==> src/rtl/ccu_snoop_gate_pkg.sv <==
// Shared ACE snoop/write-monitor types and constants for the CCU snoop gate.
package ccu_snoop_gate_pkg;

    localparam int DCACHE_LINE_WIDTH = 128;
    localparam int LINE_OFFSET       = $clog2(DCACHE_LINE_WIDTH / 8);
    localparam int CR_DATA_TRANSFER  = 0;
    localparam int ACE_ADDR_WIDTH    = 64;
    localparam int ACE_DATA_WIDTH    = 64;

    localparam logic [1:0] ST_IDLE    = 2'd0;
    localparam logic [1:0] ST_WAIT_CR = 2'd1;
    localparam logic [1:0] ST_WAIT_CD = 2'd2;

    typedef struct packed {
        logic [ACE_ADDR_WIDTH-1:0] addr;
    } ace_ac_chan_t;

    typedef struct packed {
        logic [ACE_DATA_WIDTH-1:0] data;
        logic                      last;
    } ace_cd_chan_t;

    typedef struct packed {
        logic         ac_valid;
        ace_ac_chan_t ac;
        logic         cr_ready;
        logic         cd_ready;
    } ace_snoop_req_t;

    typedef struct packed {
        logic         ac_ready;
        logic         cr_valid;
        logic [4:0]   cr_resp;
        logic         cd_valid;
        ace_cd_chan_t cd;
    } ace_snoop_resp_t;

    typedef struct packed {
        logic [ACE_ADDR_WIDTH-1:0] addr;
    } ace_aw_chan_t;

    typedef struct packed {
        logic         aw_valid;
        ace_aw_chan_t aw;
        logic         b_ready;
    } ace_req_t;

    typedef struct packed {
        logic aw_ready;
        logic b_valid;
    } ace_resp_t;

endpackage

==> src/rtl/ccu_snoop_gate_port.sv <==
// Single-port snoop gate: one-outstanding-snoop FSM plus write-back line tracker.
module ccu_snoop_gate_port
    import ccu_snoop_gate_pkg::*;
#(
    parameter int  AxiAddrWidth = 64,
    parameter int  LineOffset   = LINE_OFFSET,
    parameter type req_t        = ace_req_t,
    parameter type resp_t       = ace_resp_t,
    parameter type snoop_req_t  = ace_snoop_req_t,
    parameter type snoop_resp_t = ace_snoop_resp_t
) (
    input  logic        clk_i,
    input  logic        rst_i,
    input  snoop_req_t  ccu_snoop_req_i,
    output snoop_resp_t ccu_snoop_resp_o,
    output snoop_req_t  core_snoop_req_o,
    input  snoop_resp_t core_snoop_resp_i,
    input  req_t        core_req_i,
    input  resp_t       core_resp_i
);

    logic [1:0]                         state_q, state_d;
    logic [1:0]                         wb_cnt_q, wb_cnt_d;
    logic [AxiAddrWidth-LineOffset-1:0] wb_line_q, wb_line_d;
    logic                               conflict;
    logic                               aw_hs, b_hs;
    logic                               unused_low_bits;

    assign unused_low_bits = ^{core_req_i.aw.addr[LineOffset-1:0],
                               ccu_snoop_req_i.ac.addr[LineOffset-1:0]};

    assign aw_hs    = core_req_i.aw_valid & core_resp_i.aw_ready;
    assign b_hs     = core_resp_i.b_valid & core_req_i.b_ready;
    assign conflict = (wb_cnt_q != 2'd0) &&
                      (ccu_snoop_req_i.ac.addr[AxiAddrWidth-1:LineOffset] == wb_line_q);

    // Payloads pass straight through; only the handshake signals are gated.
    always_comb begin
        core_snoop_req_o          = ccu_snoop_req_i;
        ccu_snoop_resp_o          = core_snoop_resp_i;
        core_snoop_req_o.ac_valid = 1'b0;
        core_snoop_req_o.cr_ready = 1'b0;
        core_snoop_req_o.cd_ready = 1'b0;
        ccu_snoop_resp_o.ac_ready = 1'b0;
        ccu_snoop_resp_o.cr_valid = 1'b0;
        ccu_snoop_resp_o.cd_valid = 1'b0;
        state_d                   = state_q;
        case (state_q)
            ST_IDLE: begin
                core_snoop_req_o.ac_valid = ccu_snoop_req_i.ac_valid & ~conflict;
                ccu_snoop_resp_o.ac_ready = core_snoop_resp_i.ac_ready & ~conflict;
                if (ccu_snoop_req_i.ac_valid && core_snoop_resp_i.ac_ready && !conflict)
                    state_d = ST_WAIT_CR;
            end
            ST_WAIT_CR: begin
                ccu_snoop_resp_o.cr_valid = core_snoop_resp_i.cr_valid;
                core_snoop_req_o.cr_ready = ccu_snoop_req_i.cr_ready;
                if (core_snoop_resp_i.cr_valid && ccu_snoop_req_i.cr_ready)
                    state_d = core_snoop_resp_i.cr_resp[CR_DATA_TRANSFER] ? ST_WAIT_CD : ST_IDLE;
            end
            ST_WAIT_CD: begin
                ccu_snoop_resp_o.cd_valid = core_snoop_resp_i.cd_valid;
                core_snoop_req_o.cd_ready = ccu_snoop_req_i.cd_ready;
                if (core_snoop_resp_i.cd_valid && ccu_snoop_req_i.cd_ready &&
                    core_snoop_resp_i.cd.last)
                    state_d = ST_IDLE;
            end
            default: state_d = ST_IDLE;
        endcase
        // Handshake outputs must drop the moment reset asserts, not at the next edge.
        if (rst_i) begin
            core_snoop_req_o.ac_valid = 1'b0;
            core_snoop_req_o.cr_ready = 1'b0;
            core_snoop_req_o.cd_ready = 1'b0;
            ccu_snoop_resp_o.ac_ready = 1'b0;
            ccu_snoop_resp_o.cr_valid = 1'b0;
            ccu_snoop_resp_o.cd_valid = 1'b0;
        end
    end

    always_comb begin
        wb_cnt_d  = wb_cnt_q;
        wb_line_d = wb_line_q;
        if (aw_hs)
            wb_line_d = core_req_i.aw.addr[AxiAddrWidth-1:LineOffset];
        if (aw_hs && !b_hs && wb_cnt_q != 2'd3)
            wb_cnt_d = wb_cnt_q + 2'd1;
        else if (b_hs && !aw_hs && wb_cnt_q != 2'd0)
            wb_cnt_d = wb_cnt_q - 2'd1;
    end

    always_ff @(posedge clk_i or posedge rst_i) begin
        if (rst_i) begin
            state_q   <= ST_IDLE;
            wb_cnt_q  <= 2'd0;
            wb_line_q <= '0;
        end else begin
            state_q   <= state_d;
            wb_cnt_q  <= wb_cnt_d;
            wb_line_q <= wb_line_d;
        end
    end

    a_wb_overflow: assert property (@(posedge clk_i) disable iff (rst_i)
        !(aw_hs && !b_hs && wb_cnt_q == 2'd3));
    a_wb_underflow: assert property (@(posedge clk_i) disable iff (rst_i)
        !(b_hs && !aw_hs && wb_cnt_q == 2'd0));

endmodule

==> src/rtl/ccu_snoop_gate.sv <==
// Per-port ACE snoop gate between the CCU and the cores; ports are fully independent.
module ccu_snoop_gate
    import ccu_snoop_gate_pkg::*;
#(
    parameter int  NoPorts      = 2,
    parameter int  AxiAddrWidth = 64,
    parameter int  LineOffset   = LINE_OFFSET,
    parameter type req_t        = ace_req_t,
    parameter type resp_t       = ace_resp_t,
    parameter type snoop_req_t  = ace_snoop_req_t,
    parameter type snoop_resp_t = ace_snoop_resp_t
) (
    input  logic        clk_i,
    input  logic        rst_i,
    input  snoop_req_t  ccu_snoop_req_i   [NoPorts],
    output snoop_resp_t ccu_snoop_resp_o  [NoPorts],
    output snoop_req_t  core_snoop_req_o  [NoPorts],
    input  snoop_resp_t core_snoop_resp_i [NoPorts],
    input  req_t        core_req_i        [NoPorts],
    input  resp_t       core_resp_i       [NoPorts]
);

    for (genvar gi = 0; gi < NoPorts; gi++) begin : g_port
        ccu_snoop_gate_port #(
            .AxiAddrWidth (AxiAddrWidth),
            .LineOffset   (LineOffset),
            .req_t        (req_t),
            .resp_t       (resp_t),
            .snoop_req_t  (snoop_req_t),
            .snoop_resp_t (snoop_resp_t)
        ) u_port (
            .clk_i             (clk_i),
            .rst_i             (rst_i),
            .ccu_snoop_req_i   (ccu_snoop_req_i[gi]),
            .ccu_snoop_resp_o  (ccu_snoop_resp_o[gi]),
            .core_snoop_req_o  (core_snoop_req_o[gi]),
            .core_snoop_resp_i (core_snoop_resp_i[gi]),
            .core_req_i        (core_req_i[gi]),
            .core_resp_i       (core_resp_i[gi])
        );
    end

endmodule

==> config.mk <==
export PLATFORM = sky130hd
export DESIGN_NAME = ccu_snoop_gate
export DESIGN_NICKNAME = d
export VERILOG_FILES = /design/src/rtl/ccu_snoop_gate_pkg.sv /design/src/rtl/ccu_snoop_gate_port.sv /design/src/rtl/ccu_snoop_gate.sv
export SDC_FILE = /design/constraint.sdc
export NUM_CORES = 1
export LEC_CHECK = 0
export CORE_AREA = 8 8 263 265
export CTS_BUF_LIST = sky130_fd_sc_hd__clkbuf_16
export DETAILED_ROUTE_END_ITERATION = 10
export DIE_AREA = 0 0 271 273
export GPL_TIMING_DRIVEN = 0
export PLACE_DENSITY = 0.51
export SETUP_SLACK_MARGIN = 0.4
export SYNTH_ARGS = -nofsm -noshare
export SYNTH_HDL_FRONTEND = slang
export SYNTH_SLANG_ARGS = --single-unit
==> constraint.sdc <==
create_clock -name clk_i -period 4.2 [get_ports clk_i]
set_input_delay 0.42 -clock clk_i [delete_from_list [all_inputs] [get_ports clk_i]]
set_output_delay 0.42 -clock clk_i [all_outputs]
set_load 0.005 [all_outputs]
==> flow_metrics.tcl <==
set metrics [dict create \
    finish.net_count 1741 \
    regToRegSetupSlack_ps 1810 \
    critPathSlowestCell "a2111oi_0" \
    clock_path_buffers 2 \
    worst_pin_slew_ps 1104 \
    p_leak_nw 6.299 \
    gp_congestion 0.9952 \
    hold_depth 1 \
    power_density_mw_per_mm2 298.3 \
    start_util_pct 12.71 \
    totalWireLength_mm 52.34 \
    placement_rows 94 \
    clock_latency_ps 470 \
    detail_route.first_pass.iterations 4 \
    ctsHoldBuffers 0 \
    place_hpwl_mm 46.96 \
    grtUsageTotal_pct 13.64 \
    rr_worst_depth 6 \
    cap_violations 0 \
    cpPeakStageDelay_ps 580 \
    r2r-end "g_port[1].u_port.state_q[0]" \
    first_iter_violations 192 \
    fill_cells 6924 \
    critPathLaunchType "input port" \
    use_met1_pct 12.61 \
    hp-start "g_port[0].u_port.wb_line_q[45]" \
    path_class "input port to primary output" \
    skew_ps 13.80 \
    maxSlewHeadroom_pct 26.40 \
    cts_resized 8 \
    vias 7519 \
    min_period_ps 3694 \
    dp_slack_ps -242.8 \
    clock-sinks 128 \
    cts_setup_buffers 0 \
    synthArstFlopShare_pct 100.0 \
    run_status "completed" \
    grt_busiest_layer "met2" \
    antenna_found_initial 22 \
    layout-drive-gt1-share_pct 32.34 \
    cts_htree_levels 4 \
    synth-seq-cells 128 \
    post_drt_wl_per_cell_um 23.67 \
    critPathBufInv 2 \
    grt_pass1_wl_mm 69.66 \
    crit_chain "clkdlybuf4s50_1 -> nor2b_1 -> a2111oi_0 -> nand4_1 -> or3_1 -> o211a_1 -> and2_1 -> clkdlybuf4s50_1" \
    fp.dieH_um 273 \
    grt_max_degree 38 \
    setup-violations-final 0 \
    die_x_um 271 \
    synth_cell_types 30 \
    path_delay_family "simple AND/OR/NAND/NOR gates" \
    crit_arrival_ps 3270 \
    synth_top_flop_cell "dfrtp_1" \
    synthesis.nets 1174 \
    seq_area_mm2 0.003203 \
    synth_edf_count 0 \
    syn_area_mm2 0.008265 \
    ir_drop_v 0.0002888 \
    holdPathEnd "g_port[0].u_port.wb_line_q[45]" \
    rsz0062_at_grt "false" \
    route.detailed.drc 0 \
    slew_viol_final 0 \
    syn_avg_cell_area_um2 10.93 \
    timing.rr.start "g_port[1].u_port.wb_line_q[13]" \
    viasPerCell 3.401 \
    fmax_mhz 270.7 \
    dieArea_mm2 0.07398 \
    root_buffer "clkbuf_16" \
    tns_ps 0 \
    multi_input_area_mm2 0.003024 \
    detail-route-antenna-nets 0 \
    critPathCaptureType "primary output" \
    synth_cells 756 \
    fin_ws_ps 505.7 \
    final.period_utilization_pct 87.96 \
    min_path_type "flop to flop" \
    gr-usage-met3_pct 5.812 \
    yosysWarnings 0 \
    met2_usage_pct 25.69 \
    core_area_mm2 0.06504 \
    tritoncts "yes" \
    io_pins 698 \
    path_common_cell "clkdlybuf4s50_1" \
    crit_path_start "ccu_snoop_req_i[110]" \
    hold_viol 0 \
    path_clk_slew_ps 70 \
    cts_buffers 17 \
    grt_overflow 0 \
    grt_pass1_vias 8630 \
    cp_max_fo 3 \
    ys_seq_area_share_pct 38.75 \
    area_growth_pct 88.04 \
    cp.required_ps 3780 \
    port_buffers 545 \
]
per-stage QoR:
step                hold WS [ps]  cell area [µm²]  cells  total power [mW]  util, %
finish                     514.2            15540   2211             4.636    23.90
global route               521.8            15530   2207             4.900    23.88
CTS                        501.1            15510   2200             4.759    23.85
detailed placement         497.9            14870   2168             3.078    22.86
global placement           491.7            14810   2165             3.056    22.76
floorplan                  464.3             8269    756             2.233        -
routing by layer:
metal  share of wire, %  up-vias
met4                3.7        4
met3                9.7       61
li1                   -     3422
met1                 33     3565
met5              0.052        -
met2                 53      467
area by class of cell:
| cell class | instances | area share [%] |
|---|---|---|
| Timing Repair Buffer | 548 | 35.48 |
| Sequential cell | 128 | 20.61 |
| Multi-Input combinational cell | 340 | 19.46 |
| Buffer | 280 | 13.24 |
| Tap cell | 864 | 6.955 |
| Clock buffer | 17 | 2.737 |
| Clock inverter | 15 | 1.127 |
| Inverter | 8 | 0.2174 |
| Antenna cell | 11 | 0.1771 |
registers in the layout, summed over array words and instances (netlist names):
signal,count
g_port.u_port.wb_line_q,120
g_port.u_port.state_q,4
g_port.u_port.wb_cnt_q,4
cells in the final DEF, fill, tap and decap left out, types with 10 or more instances in the layout:
cell             instances
clkdlybuf4s50_1        544
buf_4                  268
dfrtp_1                128
mux2_2                 120
xnor2_1                 74
xor2_1                  39
nand4_1                 22
clkbuf_16               17
diode_2                 11
nand2_1                 11
nor4_1                  10
cells by family after synthesis:
family,Yosys count,synth area share (%)
AO/OA/AOI/OAI,23,1.877
XOR/XNOR,114,12.08
buffers and inverters,288,25.25
flip-flops,128,38.75
multiplexers,120,16.35
AND/OR/NAND/NOR,83,5.692
how the worst max path moves through the flow:
stage | to | cells past startpoint
after floorplan | ccu_snoop_resp_o[145] | 6
after global placement | core_snoop_req_o[66] | 7
after detailed placement | core_snoop_req_o[66] | 7
after CTS | core_snoop_req_o[66] | 6
after global routing | core_snoop_req_o[66] | 6
final | ccu_snoop_resp_o[145] | 8
Yosys cell counts (2+ instances only):
| library cell | n | area, µm² |
|---|---|---|
| nand4_1 | 22 | 137.6 |
| xnor2_1 | 75 | 656.9 |
| dfrtp_1 | 128 | 3203 |
| nand2_1 | 11 | 41.29 |
| and3_1 | 9 | 56.30 |
| nand3_1 | 5 | 25.02 |
| nor2b_1 | 7 | 43.79 |
| nor4bb_1 | 2 | 20.02 |
| nor2_1 | 9 | 33.78 |
| inv_1 | 8 | 30.03 |
| nor4_1 | 13 | 81.33 |
| clkbuf_1 | 6 | 22.52 |
| xor2_1 | 39 | 341.6 |
| a21oi_1 | 6 | 30.03 |
| o21ai_0 | 7 | 35.03 |
| and2_1 | 2 | 12.51 |
| a2111oi_0 | 3 | 26.28 |
| mux2_2 | 120 | 1351 |
| buf_4 | 268 | 2012 |
| buf_1 | 6 | 22.52 |
worst register-to-register path: cells and delay by family, from the launching register on:
family | cells | cell delay, ps
flops | 1 | 390
xor+xnor | 1 | 210
compound gates | 3 | 980
simple gates | 2 | 700
where the power goes:
part / internal [mW] / switching [mW]
registers: 1.43 / 0.166
clock network: 0.894 / 0.709
logic: 0.935 / 0.500
total: 3.26 / 1.38
Note: power is estimated with default switching activity, not from simulation.
